<file path="src/rtl/bp_fe_pkg.sv">
// Front-end shared types: pre-decode record for one instruction slot, link-register
// constants and processor configuration lookup.
package bp_fe_pkg;

    typedef enum logic [1:0] {
        e_bp_default_cfg,
        e_bp_sv32_cfg
    } bp_params_e;

    localparam int scan_imm_width_gp = 21;
    localparam logic [4:0] reg_ra_gp = 5'd1;
    localparam logic [4:0] reg_t0_gp = 5'd5;

    // branch/jal/jalr sit in the top three bits so control-flow can be tested by slicing
    typedef struct packed {
        logic                         branch;
        logic                         jal;
        logic                         jalr;
        logic                         call;
        logic                         ret;
        logic [scan_imm_width_gp-1:0] imm;
    } bp_fe_instr_scan_s;

    function automatic int proc_vaddr_width(input bp_params_e cfg);
        case (cfg)
            e_bp_sv32_cfg: return 32;
            default:       return 39;
        endcase
    endfunction

    function automatic logic is_link_reg(input logic [4:0] r);
        return (r == reg_ra_gp) || (r == reg_t0_gp);
    endfunction

endpackage

`ifndef BP_FE_INSTR_SCAN_WIDTH
`define BP_FE_INSTR_SCAN_WIDTH(vaddr_width_mp) ($bits(bp_fe_pkg::bp_fe_instr_scan_s))
`endif

</file>
<file path="src/rtl/bp_fe_instr_scan_block_decode.sv">
// Combinational control-flow classifier for one instruction slot (32b or RVC in the low half).
// Compressed decode is present only when BP_FE_SCAN_RVC_EN is defined.
module bp_fe_instr_scan_decode
    import bp_fe_pkg::*;
(
    input  logic [31:0]                           instr,
    output logic [$bits(bp_fe_instr_scan_s)-1:0]  scan
);

    bp_fe_instr_scan_s scan_32;
    bp_fe_instr_scan_s scan_sel;

    always_comb begin
        scan_32 = '0;
        case (instr[6:0])
            7'b1100011: begin
                scan_32.branch = 1'b1;
                scan_32.imm    = {{8{instr[31]}}, instr[31], instr[7], instr[30:25], instr[11:8], 1'b0};
            end
            7'b1101111: begin
                scan_32.jal  = 1'b1;
                scan_32.call = is_link_reg(instr[11:7]);
                scan_32.imm  = {instr[31], instr[19:12], instr[20], instr[30:21], 1'b0};
            end
            7'b1100111: begin
                if (instr[14:12] == 3'b000) begin
                    scan_32.jalr = 1'b1;
                    scan_32.call = is_link_reg(instr[11:7]);
                    scan_32.ret  = is_link_reg(instr[19:15]) && (instr[11:7] != instr[19:15]);
                    scan_32.imm  = {{9{instr[31]}}, instr[31:20]};
                end
            end
            default: ;
        endcase
    end

`ifdef BP_FE_SCAN_RVC_EN
    bp_fe_instr_scan_s scan_16;
    logic [4:0]        c_rd;

    always_comb begin
        scan_16 = '0;
        c_rd    = instr[12] ? reg_ra_gp : 5'd0;
        if (instr[1:0] == 2'b01 && instr[15:13] == 3'b101) begin
            scan_16.jal = 1'b1;
            scan_16.imm = {{9{instr[12]}}, instr[12], instr[8], instr[10:9], instr[6], instr[7],
                           instr[2], instr[11], instr[5:3], 1'b0};
        end else if (instr[1:0] == 2'b01 && instr[15:14] == 2'b11) begin
            scan_16.branch = 1'b1;
            scan_16.imm    = {{12{instr[12]}}, instr[12], instr[6:5], instr[2], instr[11:10],
                              instr[4:3], 1'b0};
        end else if (instr[1:0] == 2'b10 && instr[15:13] == 3'b100
                     && instr[6:2] == 5'd0 && instr[11:7] != 5'd0) begin
            // rs1==x0 with rs2==x0 is C.EBREAK / reserved, never a jump
            scan_16.jalr = 1'b1;
            scan_16.call = instr[12];
            scan_16.ret  = is_link_reg(instr[11:7]) && (c_rd != instr[11:7]);
        end
    end

    assign scan_sel = (instr[1:0] != 2'b11) ? scan_16 : scan_32;
`else
    assign scan_sel = scan_32;
`endif

    assign scan = scan_sel;

endmodule

</file>
<file path="src/rtl/bp_fe_instr_scan_block.sv">
// Fetch-block scanner: splits a block of 16b parcels into instruction slots, carries a straddling
// 32b instruction into the next block, and registers the result. RVC support via BP_FE_SCAN_RVC_EN.
module bp_fe_instr_scan_block
    import bp_fe_pkg::*;
#(
    parameter bp_params_e bp_params_p     = e_bp_default_cfg,
    parameter int         fetch_parcels_p = 4,
    localparam int        vaddr_width_p   = proc_vaddr_width(bp_params_p),
    localparam int        pidx_lp         = $clog2(fetch_parcels_p),
    localparam int        scan_width_lp   = `BP_FE_INSTR_SCAN_WIDTH(vaddr_width_p)
)
(
    input  logic                                      clk_i,
    input  logic                                      reset_n_i,
    input  logic                                      redirect_i,
    input  logic                                      fetch_v_i,
    output logic                                      fetch_ready_and_o,
    input  logic [vaddr_width_p-1:0]                  fetch_pc_i,
    input  logic [16*fetch_parcels_p-1:0]             fetch_data_i,
    output logic                                      scan_v_o,
    input  logic                                      scan_ready_and_i,
    output logic [fetch_parcels_p-1:0]                slot_v_o,
    output logic [fetch_parcels_p*vaddr_width_p-1:0]  slot_pc_o,
    output logic [fetch_parcels_p-1:0]                slot_rvc_o,
    output logic [fetch_parcels_p*scan_width_lp-1:0]  slot_scan_o,
    output logic                                      first_cf_v_o,
    output logic [pidx_lp-1:0]                        first_cf_idx_o
);

`ifdef BP_FE_SCAN_RVC_EN
    localparam logic rvc_en_lp = 1'b1;
`else
    localparam logic rvc_en_lp = 1'b0;
`endif
    localparam int P = fetch_parcels_p;
    localparam logic [vaddr_width_p-1:0] blk_mask_lp = ~vaddr_width_p'(2*P - 1);

    logic [15:0]               parcel      [P];
    logic [15:0]               parcel_next [P];
    logic [31:0]               slot_instr_next [P];
    logic [vaddr_width_p-1:0]  slot_pc_next    [P];
    logic [scan_width_lp-1:0]  scan_raw        [P];
    logic [P-1:0]              slot_v_next, slot_rvc_next, slot_cf_next;
    logic [P*vaddr_width_p-1:0] slot_pc_flat_next;
    logic [P*scan_width_lp-1:0] slot_scan_flat_next;

    logic                      scan_v_reg;
    logic [P-1:0]              slot_v_reg, slot_rvc_reg, slot_cf_reg;
    logic [P*vaddr_width_p-1:0] slot_pc_reg;
    logic [P*scan_width_lp-1:0] slot_scan_reg;
    logic                      carry_v_reg, carry_v_next;
    logic [vaddr_width_p-1:0]  carry_pc_reg, carry_pc_next;
    logic [15:0]               carry_parcel_reg, carry_parcel_next;

    logic [pidx_lp-1:0]        start;
    logic [vaddr_width_p-1:0]  base_pc;
    logic                      carry_hit, live_en, accept, skip;

    assign start     = fetch_pc_i[1 +: pidx_lp];
    assign base_pc   = fetch_pc_i & blk_mask_lp;
    assign carry_hit = carry_v_reg && (start == '0)
                       && (fetch_pc_i == carry_pc_reg + vaddr_width_p'(2));
    // without RVC a half-word-aligned PC cannot begin any 32b slot in this block
    assign live_en   = rvc_en_lp | ~fetch_pc_i[1];

    assign fetch_ready_and_o = ~redirect_i & (~scan_v_reg | scan_ready_and_i);
    assign accept            = fetch_v_i & fetch_ready_and_o;

    generate
        for (genvar gi = 0; gi < P; gi++) begin : g_parcel
            assign parcel[gi]      = fetch_data_i[16*gi +: 16];
            assign parcel_next[gi] = fetch_data_i[16*((gi+1) % P) +: 16];
        end
    endgenerate

    always_comb begin
        skip              = 1'b0;
        carry_v_next      = 1'b0;
        carry_pc_next     = carry_pc_reg;
        carry_parcel_next = carry_parcel_reg;
        for (int i = 0; i < P; i++) begin
            slot_v_next[i]     = 1'b0;
            slot_rvc_next[i]   = 1'b0;
            slot_instr_next[i] = {16'h0000, parcel[i]};
            slot_pc_next[i]    = base_pc | vaddr_width_p'(2*i);
            if (i == 0 && carry_hit) begin
                slot_v_next[i]     = 1'b1;
                slot_instr_next[i] = {parcel[0], carry_parcel_reg};
                slot_pc_next[i]    = carry_pc_reg;
            end else if (skip) begin
                skip = 1'b0;
            end else if (live_en && i >= int'(start)) begin
                if (rvc_en_lp && parcel[i][1:0] != 2'b11) begin
                    slot_v_next[i]   = 1'b1;
                    slot_rvc_next[i] = 1'b1;
                end else if (i < P-1) begin
                    slot_v_next[i]     = 1'b1;
                    slot_instr_next[i] = {parcel_next[i], parcel[i]};
                    skip               = 1'b1;
                end else begin
                    carry_v_next      = rvc_en_lp;
                    carry_pc_next     = slot_pc_next[i];
                    carry_parcel_next = parcel[i];
                end
            end
        end
    end

    generate
        for (genvar gi = 0; gi < P; gi++) begin : g_slot
            bp_fe_instr_scan_decode u_decode (
                .instr (slot_instr_next[gi]),
                .scan  (scan_raw[gi])
            );
            assign slot_pc_flat_next[gi*vaddr_width_p +: vaddr_width_p] = slot_pc_next[gi];
            assign slot_scan_flat_next[gi*scan_width_lp +: scan_width_lp] =
                slot_v_next[gi] ? scan_raw[gi] : '0;
            assign slot_cf_next[gi] = slot_v_next[gi] & (|scan_raw[gi][scan_width_lp-1 -: 3]);
        end
    endgenerate

    always_ff @(posedge clk_i or negedge reset_n_i) begin
        if (!reset_n_i) begin
            scan_v_reg       <= 1'b0;
            slot_v_reg       <= '0;
            slot_rvc_reg     <= '0;
            slot_cf_reg      <= '0;
            slot_pc_reg      <= '0;
            slot_scan_reg    <= '0;
            carry_v_reg      <= 1'b0;
            carry_pc_reg     <= '0;
            carry_parcel_reg <= '0;
        end else if (redirect_i) begin
            scan_v_reg  <= 1'b0;
            carry_v_reg <= 1'b0;
        end else if (accept) begin
            scan_v_reg       <= 1'b1;
            slot_v_reg       <= slot_v_next;
            slot_rvc_reg     <= slot_rvc_next;
            slot_cf_reg      <= slot_cf_next;
            slot_pc_reg      <= slot_pc_flat_next;
            slot_scan_reg    <= slot_scan_flat_next;
            carry_v_reg      <= carry_v_next;
            carry_pc_reg     <= carry_pc_next;
            carry_parcel_reg <= carry_parcel_next;
        end else if (scan_ready_and_i) begin
            scan_v_reg <= 1'b0;
        end
    end

    always_comb begin
        first_cf_v_o   = 1'b0;
        first_cf_idx_o = '0;
        for (int i = P-1; i >= 0; i--) begin
            if (slot_cf_reg[i]) begin
                first_cf_v_o   = 1'b1;
                first_cf_idx_o = pidx_lp'(i);
            end
        end
    end

    assign scan_v_o    = scan_v_reg;
    assign slot_v_o    = slot_v_reg;
    assign slot_rvc_o  = slot_rvc_reg;
    assign slot_pc_o   = slot_pc_reg;
    assign slot_scan_o = slot_scan_reg;

endmodule
</file>
<file path="config.mk">
export PLATFORM = sky130hd
export DESIGN_NAME = bp_fe_instr_scan_block
export DESIGN_NICKNAME = d
export VERILOG_FILES = /design/src/rtl/bp_fe_pkg.sv /design/src/rtl/bp_fe_instr_scan_block_decode.sv /design/src/rtl/bp_fe_instr_scan_block.sv
export SDC_FILE = /design/constraint.sdc
export NUM_CORES = 1
export LEC_CHECK = 0
export ABC_AREA = 1
export BUFFER_PORTS_ARGS = -buffer_cell sky130_fd_sc_hd__buf_4
export CORE_AREA = 2 2 149 151
export DETAILED_ROUTE_END_ITERATION = 10
export DIE_AREA = 0 0 151 153
export PLACE_DENSITY = 0.57
export SLEW_MARGIN = 20
export SYNTH_ARGS = -nofsm -noshare
export SYNTH_HDL_FRONTEND = slang
export SYNTH_SLANG_ARGS = --single-unit
</file>
<file path="constraint.sdc">
create_clock -name clk_i -period 1.87 [get_ports clk_i]
set_clock_uncertainty 0.2 [all_clocks]
set_input_delay 0.2805 -clock clk_i [delete_from_list [all_inputs] [get_ports clk_i]]
set_output_delay 0.2805 -clock clk_i [all_outputs]
set_load 0.02 [all_outputs]
</file>
Word level (Yosys, flattened, before mapping):

Cells that the tools add are included.
W data, S select, Z words.

* bits in registers: 291
* input bits: 108
* output and inout bits: 273
* word-level logic and storage cells: 121

* $add $sub $neg: 1
* order comparisons: 3
* equality and inequality tests: 25
* muxes and demuxes: 49
* bitwise logic cells: 10
* reductions and logical operators: 25

Operators by type and width (count)
* $mux W32: 6
* $pmux W21 S3: 3
* $mux W26: 3
* $mux W24: 3
* $eq A7 B7 Y1 const B: 9
* $add A39 B2 Y39 const B: 1
* $eq A39 B39 Y1: 1
* $mux W39: 1
* $eq A5 B1 Y1 const B: 6
* $eq A5 B3 Y1 const B: 6
* $mux W1: 27
* $ne A5 B5 Y1: 3
* $logic_not A3 Y1: 3
* $reduce_or A3 Y1: 3
* $logic_and A1 B1 Y1: 8
* $logic_or A1 B1 Y1: 6
* $mux W2: 3
* $pmux W1 S2: 3
* $and A1 B1 Y1: 5
* $ge A1 B2 Y1 const A: 2
* $not A1 Y1: 4
* $reduce_and A4 Y1: 1
* $reduce_bool A3 Y1: 1
* $ge A2 B2 Y1 const A: 1
* 4 further kinds: 4

Depth between registers and ports, before layout:

Gate-level depths: netlist (run 1).

* depth in word-level cells: 13
* gate-level depth with buffers: 10
* depth with buffers taken out: 9

Cells and area by module:

A second synthesis (run 1) with hierarchy kept.

* cell total of the unflattened synthesis: 909
* area total of the unflattened synthesis: 7006.7 um2

Modules (own cells, without submodules)
* bp_fe_instr_scan_block: times used 1, cells each 724, area each 6119.6 um2, sequential area each 3052.9 um2
* bp_fe_instr_scan_decode (g_slot[2].u_decode): times used 1, cells each 100, area each 503.0 um2, sequential area each 0.0 um2
* bp_fe_instr_scan_decode (g_slot[0].u_decode): times used 1, cells each 85, area each 384.1 um2, sequential area each 0.0 um2

Worst setup path after synthesis (run 1):

Ideal clock, no wire load.

* path kind: flip-flop to flip-flop
* from: register scan_v_reg, in the netlist scan_v_o
* to: register slot_pc_reg[119], in the netlist slot_pc_o[119]
* library setup time: 0.127 ns
* arrival time: 1.180 ns
* path slack: 0.362 ns
* cell stages (with the launch flop): 6
* buffers on the path: 1
* clock period less this slack: 1.508 ns
* path through: dfrtp_1 -> nand2_1 -> nand3b_4 -> inv_1 -> buf_4 -> or2_2

* word-level cells in the longest chain between the ends: 5

RTL lines
* start: declaration: RTL line bp_fe_instr_scan_block.sv:47 `logic scan_v_reg;`
* start signal: assignment: RTL line bp_fe_instr_scan_block.sv:124 `scan_v_reg <= 1'b0;`
* start signal: assignment: RTL line bp_fe_instr_scan_block.sv:134 `scan_v_reg <= 1'b0;`
* start signal: assignment: RTL line bp_fe_instr_scan_block.sv:137 `scan_v_reg <= 1'b1;`
* $not A1 Y1: RTL line bp_fe_instr_scan_block.sv:66 `assign fetch_ready_and_o = ~redirect_i & (~scan_v_reg | scan_ready_and_i);`
* $or A1 B1 Y1: RTL line bp_fe_instr_scan_block.sv:66
* $and A1 B1 Y1: RTL line bp_fe_instr_scan_block.sv:66
* $and A1 B1 Y1: RTL line bp_fe_instr_scan_block.sv:67 `assign accept = fetch_v_i & fetch_ready_and_o;`
* $reduce_and A2 Y1 (no line)
* end signal: assignment: RTL line bp_fe_instr_scan_block.sv:141 `slot_pc_reg <= slot_pc_flat_next;`
* end: declaration: RTL line bp_fe_instr_scan_block.sv:49 `logic [P*vaddr_width_p-1:0] slot_pc_reg;`

No other way between the ends.
A chain may end at the register's enable or synchronous reset.

Final worst setup path (run 1):

* from: input redirect_i
* to: register slot_pc_reg[136], in the netlist slot_pc_o[136]

* word-level cells in the longest chain between the ends: 4

RTL lines
* start: declaration: RTL line bp_fe_instr_scan_block.sv:15 `input logic redirect_i,`
* $not A1 Y1 (no line) *
* $and A1 B1 Y1: RTL line bp_fe_instr_scan_block.sv:66
* $and A1 B1 Y1: RTL line bp_fe_instr_scan_block.sv:67
* $reduce_and A2 Y1 (no line) *

Every way passes the cells marked *; elsewhere a longest branch is shown, timed or not.

==> results of run 1 <==
-- metrics by stage --
| stage | hold slack [ns] | utilization, % |
|---|---|---|
| floorplan | -0.215 | - |
| global placement | 0.0265 | 40.1 |
| detailed placement | 0.0309 | 40.1 |
| CTS | 0.00322 | 45.5 |
| global route | 0.0301 | 45.6 |
| finish | 0.0233 | 45.6 |
-- worst max-delay path, stage by stage --
cell and delay [ns]:
dlygate4sd3_1 0.54, buf_4 0.14, nand3b_4 0.28, buf_4 0.22
buf_12 0.18, nand2_1 0.10, nand2_1 0.06
-- metal layers --
metal,GRT usage [%],part of all wire (%)
met4,4.05,1.0
met1,20.3,41
met5,0,0
met2,29.9,51
met3,4.87,7.3
-- what timing repair did --
item / in CTS / in global routing
setup buffers: 0 / 2
endpoints found under the setup margin: 0 / 2
hold endpoints to repair: 147 / 0
gates resized for setup: 0 / 1
hold buffers: 57 / 0
-- cell families after synthesis --
logic type / Yosys count
buffers and inverters: 234
other: 1
flip-flops: 122
XOR/XNOR: 2
AO/OA/AOI/OAI: 11
AND/OR/NAND/NOR: 460
-- cell usage after synthesis (all sizes together) --
library cell / instances / area share [%]
buf: 176 / 19
nor2: 38 / 3.6
nand3: 63 / 5.2
conb: 1 / 0.056
nand4: 13 / 1.2
nor3: 4 / 0.47
xnor2: 1 / 0.13
xor2: 1 / 0.13
dfrtp: 122 / 46
clkbuf: 1 / 0.056
o211ai: 3 / 0.49
o21ai: 8 / 0.60
or2: 1 / 0.093
nand2: 335 / 19
inv: 57 / 3.2
nand3b: 6 / 0.86
-- power by group through the flow --
stage	clock [mW]	combinational, mW	sequential [mW]
6_report	3.40	2.11	2.96
5_1_grt	3.62	2.25	2.98
4_1_cts	3.49	2.13	2.97
2_1_floorplan	0	1.35	3.09
3_5_place_dp	0	2.03	3.01
3_3_place_gp	0	2.01	3.01
-- worst min-delay path by stage --
stage	startpoint	endpoint	slack, ns
after floorplan	reset_n_i	scan_v_o$_DFFE_PN0P_	-0.22
after global placement	reset_n_i	slot_pc_o[142]$_DFFE_PN0P_	0.03
after detailed placement	reset_n_i	slot_pc_o[142]$_DFFE_PN0P_	0.03
after CTS	fetch_data_i[40]	slot_scan_o[53]$_DFFE_PN0P_	0.003
after global routing	fetch_data_i[43]	slot_scan_o[56]$_DFFE_PN0P_	0.03
final	fetch_data_i[10]	slot_scan_o[22]$_DFFE_PN0P_	0.02
-- layout make-up --
cell class                 count  area, um^2  share of cell area [%]
clock inverter                13         169                    1.72
multi-input combinational    512        2280                    23.3
sequential                   122        3050                    31.1
clock buffer                  19         433                    4.42
tap                          280         350                    3.57
inverter                      57         214                    2.18
timing repair buffer         413        3300                    33.7
==> reports/metrics.cfg, run 1 <==
[cells_and_area]
largest_reg_flops = 78
fin_cells = 1416
fin_nets = 1231
syn_to_final_growth_pct = 46.2
layout_commonest_cell = buf_4
final_cell_mix = 350 x buf_4, 329 x nand2_1, 122 x dfrtp_1
diodes = 0
fill_cells = 2124
design_area_um2 = 9800
drive_above_1_share_pct = 37.0

[pwr]
pwr-share-clk_pct = 40.1
p_sw_share_pct = 31.8
seq_power_share_pct = 34.9
total_power_mw = 8.48
ir_drop_mv = 0.550
power.internal_mw = 5.78
combPwrFrac_pct = 24.9
p_sw_mw = 2.70
power_density_nw_per_um2 = 864
p_leak_nw = 5.75

[setup_path]
cp.arrival_ns = 1.85
critPathRequiredTime_ns = 1.97
cp-end-kind = flop
worstSetupPathType = input port to flop
reg2reg_slack_ns = 0.23
crit_end = slot_pc_o[136]$_DFFE_PN0P_
start_kind = input port
reg2reg_depth = 6
cp-startpoint = redirect_i
r2r-end = slot_pc_o[136]$_DFFE_PN0P_
path_max_fanout = 67
reg2reg_from = scan_v_o$_DFFE_PN0P_

[detailed_routing]
vias = 5910
drt_iter0_drc = 245
wl_um = 20200
dr.pass1.iters = 4
drc_errors = 0
postRouteAntennaNets = 0
routedWlPerCell_um = 14.2
vias_per_cell = 4.17

[die]
ioPinCount = 381
rows = 54
die-height_um = 153
initial_utilization_pct = 31.2
die_x_um = 151
dieArea_um2 = 23100
core_um2 = 21500

[flow_run]
cap_violations = 0

[logic_synthesis]
yosys.area_share.xor_xnor_pct = 0.261
ys_seq_elements = 122
synth_top_family_by_area = simple AND/OR/NAND/NOR gates
synth_simple_gate_area_share_pct = 30.5
avgSynthCellArea_um2 = 8.08
synth.distinct_cells = 30
synth_area_um2 = 6710
synth-seq-area-share_pct = 45.5
yosysWarningCount = 0
synth_compound_area_share_pct = 1.08
synth_cells = 830
synth-adder-area-share_pct = 0
synth_mux_area_share_pct = 0

[worst_hold_path]
hold_path.class = input port to flop
min_path_cells = 4

[placed_design]
placed_cell_area_um2 = 8610
dp.cells = 1325
place_ws_ns = 0.188
gp_congestion = 0.798
post-dp-hpwl_um = 14600
port_buffers = 340

[grt]
overflow = 0
antenna_found_initial = 0
grt_usage_pct = 17.0
grt_max_degree = 68
grt_pass1_wl_um = 30600
grt_pass1_vias = 5672

[sta]
rsz0062_at_grt = false
setup_tns_ns = 0
finalCritPeriodShare_pct = 93.8
final.min_clock_period_ns = 1.75
final-hold-violation-count = 0
fin_ws_ns = 0.117
fmax_mhz = 570
finalSetupViolCount = 0
drv_slew = 0

[clocking]
clk_pin_slew_worst_paths_ns = 0.06
htree_levels = 4
numCtsBuffers = 17
insertion_delay_ns = 0.41
cts_root_buf = clkbuf_16
cts_tree = built
clk_path_buf_depth = 2
clkSinkCount = 122

[outcome]
run_status = finished clean

Power figures use the tool's default switching activity.
==> run 2: changes to the inputs <==
--- a/config.mk
+++ b/config.mk
@@ -9,6 +9,8 @@
 export BUFFER_PORTS_ARGS = -buffer_cell sky130_fd_sc_hd__buf_4
-export CORE_AREA = 2 2 149 151
+export CORE_AREA = 2 2 148 150
+export CTS_BUF_LIST = sky130_fd_sc_hd__clkbuf_2
 export DETAILED_ROUTE_END_ITERATION = 10
-export DIE_AREA = 0 0 151 153
-export PLACE_DENSITY = 0.57
+export DIE_AREA = 0 0 150 152
+export MAX_ROUTING_LAYER = met4
+export PLACE_DENSITY = 0.58
 export SLEW_MARGIN = 20
--- a/constraint.sdc
+++ b/constraint.sdc
@@ -4,2 +4,2 @@
 set_output_delay 0.2805 -clock clk_i [all_outputs]
-set_load 0.02 [all_outputs]
+set_load 0.005 [all_outputs]
==> reports/metrics.cfg, run 2 (synthesis results as in run 1) <==
[detailed_routing]
vias_per_cell = 4.33  ; +3.8%
dr.pass1.iters = 5  ; +1
vias = 6597  ; +12%
wl_um = 22600  ; +12%
postRouteAntennaNets = 0  ; unchanged
routedWlPerCell_um = 14.8  ; +4.0%
drt_iter0_drc = 366  ; +49%
drc_errors = 0  ; unchanged

[grt]
grtUsageMet1_pct = 22.0  ; +1.7 points
antenna_found_initial = 0  ; unchanged
grt_pass1_vias = 6523  ; +15%
grt_max_degree = 75  ; +10%
grt_usage_pct = 19.5  ; +2.5 points
top_usage_layer = met2
grt_pass1_wl_um = 34200  ; +12%
grtUsageMet2_pct = 33.1  ; +3.2 points
grt_use_met3_pct = 4.83  ; -0.031 points
overflow = 0  ; unchanged

[sta]
final.min_clock_period_ns = 1.92  ; +0.169 ns
fin_ws_ns = -0.0527  ; -0.169 ns
final-hold-violation-count = 0  ; unchanged
finalSetupViolCount = 15  ; +15
drv_slew = 0  ; unchanged
rsz0062_at_grt = true
fmax_mhz = 520  ; -8.8%
finalCritPeriodShare_pct = 103  ; +9.0 points

[outcome]
violations = setup timing
run_status = finished, violations left

[setup_path]
start_kind = flop
path_max_fanout = 4  ; -94%
critPathRequiredTime_ns = 1.39  ; -0.58 ns
worstSetupPathType = flop to primary output
cp_cell_sequence = nor2_1, nand2_1, buf_6
cp-end-kind = primary output
critPathSlowestCell = dfrtp_2
slowest_delay_ns = 0.50  ; -0.04 ns
critPathBufInv = 1  ; -3
cp.arrival_ns = 1.44  ; -0.41 ns
cpLargestDelayFamily = flip-flops

[pwr]
ir_drop_mv = 0.273  ; -50%
p_leak_nw = 6.18  ; +7.5%
power_density_nw_per_um2 = 608  ; -30%

[placed_design]
gp_congestion = 0.813  ; +2.0%
port_buffers = 340  ; unchanged
placed_cell_area_um2 = 8610  ; about the same
dp.cells = 1327  ; +0.15%
post-dp-hpwl_um = 14800  ; +1.4%

[clocking]
cts_tree = built
numCtsBuffers = 17  ; unchanged
cts_root_buf = clkbuf_2
clk_pin_slew_worst_paths_ns = 0.20  ; +0.14 ns
clkSinkCount = 122  ; unchanged
htree_levels = 4  ; unchanged
insertion_delay_ns = 0.65  ; +0.24 ns
clk_path_buf_depth = 2  ; unchanged

[die]
die_x_um = 150  ; -0.66%
dieArea_um2 = 22800  ; -1.3%
core_um2 = 21400  ; -0.63%
die-height_um = 152  ; -0.65%
initial_utilization_pct = 31.4  ; +0.20 points
rows = 54  ; unchanged
ioPinCount = 381  ; unchanged

[cells_and_area]
drive_above_1_share_pct = 38.3  ; +1.3 points
fill_cells = 1951  ; -8.1%
syn_to_final_growth_pct = 65.6
seqCellArea_um2 = 3100  ; +1.6%
largest_reg_flops = 78  ; unchanged
design_area_um2 = 11100  ; +13%
final_cell_mix = 326 x nand2_1, 220 x buf_4, 151 x dlygate4sd3_1
multi_input_area_um2 = 2310  ; +1.3%
layout_commonest_cell = nand2_1
diodes = 0  ; unchanged
fin_nets = 1339  ; +8.8%
fin_cells = 1523  ; +7.6%

[flow_run]
cap_violations = 0  ; unchanged

[worst_hold_path]
hold_path.class = input port to flop

[run 2: cell types whose count changed in the layout (fill, tap and decap cells not counted), sizes merged]
cell,before,now
clkinv,3,5
dlygate4sd3,57,151
buf,356,368
inv,60,57
dlymetal6s4s,0,2
[run 2: where the power goes]
group | leakage [nW] | switching [mW] | total, mW | internal (mW)
clock | 0.138 | 1.03 | 1.77 | 0.741
sequential | 1.59 | 0.289 | 3.07 | 2.79
combinational | 4.45 | 0.669 | 1.91 | 1.24
total | 6.18 | 1.99 | 6.76 | 4.76
[run 2: per-layer routing]
layer	vias up	wire length, um
met2	303	11500
li1	3165	-
met4	0	715
met1	3076	8700
met5	-	0
met3	53	1680
[run 2: through the flow]
| stage | power [mW] | utilization (%) | setup slack [ns] | setup TNS [ns] | hold WS [ns] |
|---|---|---|---|---|---|
| 2_1_floorplan | 3.82 | - | 0.482 | 0 | -0.215 |
| 6_report | 6.76 | 52.0 | -0.0527 | -0.355 | 0.0483 |
| 5_1_grt | 7.12 | 52.0 | -0.202 | -7.37 | 0.0246 |
| 3_5_place_dp | 4.41 | 40.3 | 0.217 | 0 | 0.0970 |
| 3_3_place_gp | 4.39 | 40.3 | 0.222 | 0 | 0.0955 |
| 4_1_cts | 6.68 | 50.9 | -0.157 | -3.36 | 0.0143 |
[run 2: what timing repair did]
item	in CTS	in global routing
resized for setup	123	72
buffers inserted	3	9
hold buffers	159	3
setup endpoints to repair	107	182
endpoints found under the hold margin	224	1
pin swaps	2	6
cloned	0	0
[run 2: cell type report]
type / count / share of cell area (%)
multi-input cells: 512 / 20.8
inverters: 57 / 1.93
repair buffers: 521 / 43.9
flip-flops and latches: 122 / 27.9
well taps: 280 / 3.15
clock buffers: 19 / 0.856
clock inverters: 12 / 1.35
[run 2: path summary, 6_finish.rpt]
path | start | end | slack (ns) | cells after the start
max | slot_cf_reg[0]$_DFFE_PN0P_ | first_cf_v_o | -0.05 | 3
max reg2reg | scan_v_o$_DFFE_PN0P_ | slot_scan_o[1]$_DFFE_PN0P_ | 0.08 | 10
max in group asynchronous | reset_n_i | slot_cf_reg[0]$_DFFE_PN0P_ | 0.45 | 4
min reg2reg | slot_scan_o[28]$_DFFE_PN0P_ | slot_scan_o[28]$_DFFE_PN0P_ | 0.29 | 2
min in group asynchronous | reset_n_i | slot_pc_o[136]$_DFFE_PN0P_ | 0.61 | 4
min | fetch_data_i[4] | slot_scan_o[12]$_DFFE_PN0P_ | 0.05 | 7
[run 2: worst register-to-register path, delay by kind of cell (launching register included)]
family	cells	cell delay (ns)
flops	1	0.44
simple gates	6	0.63
buf+inv	4	0.46
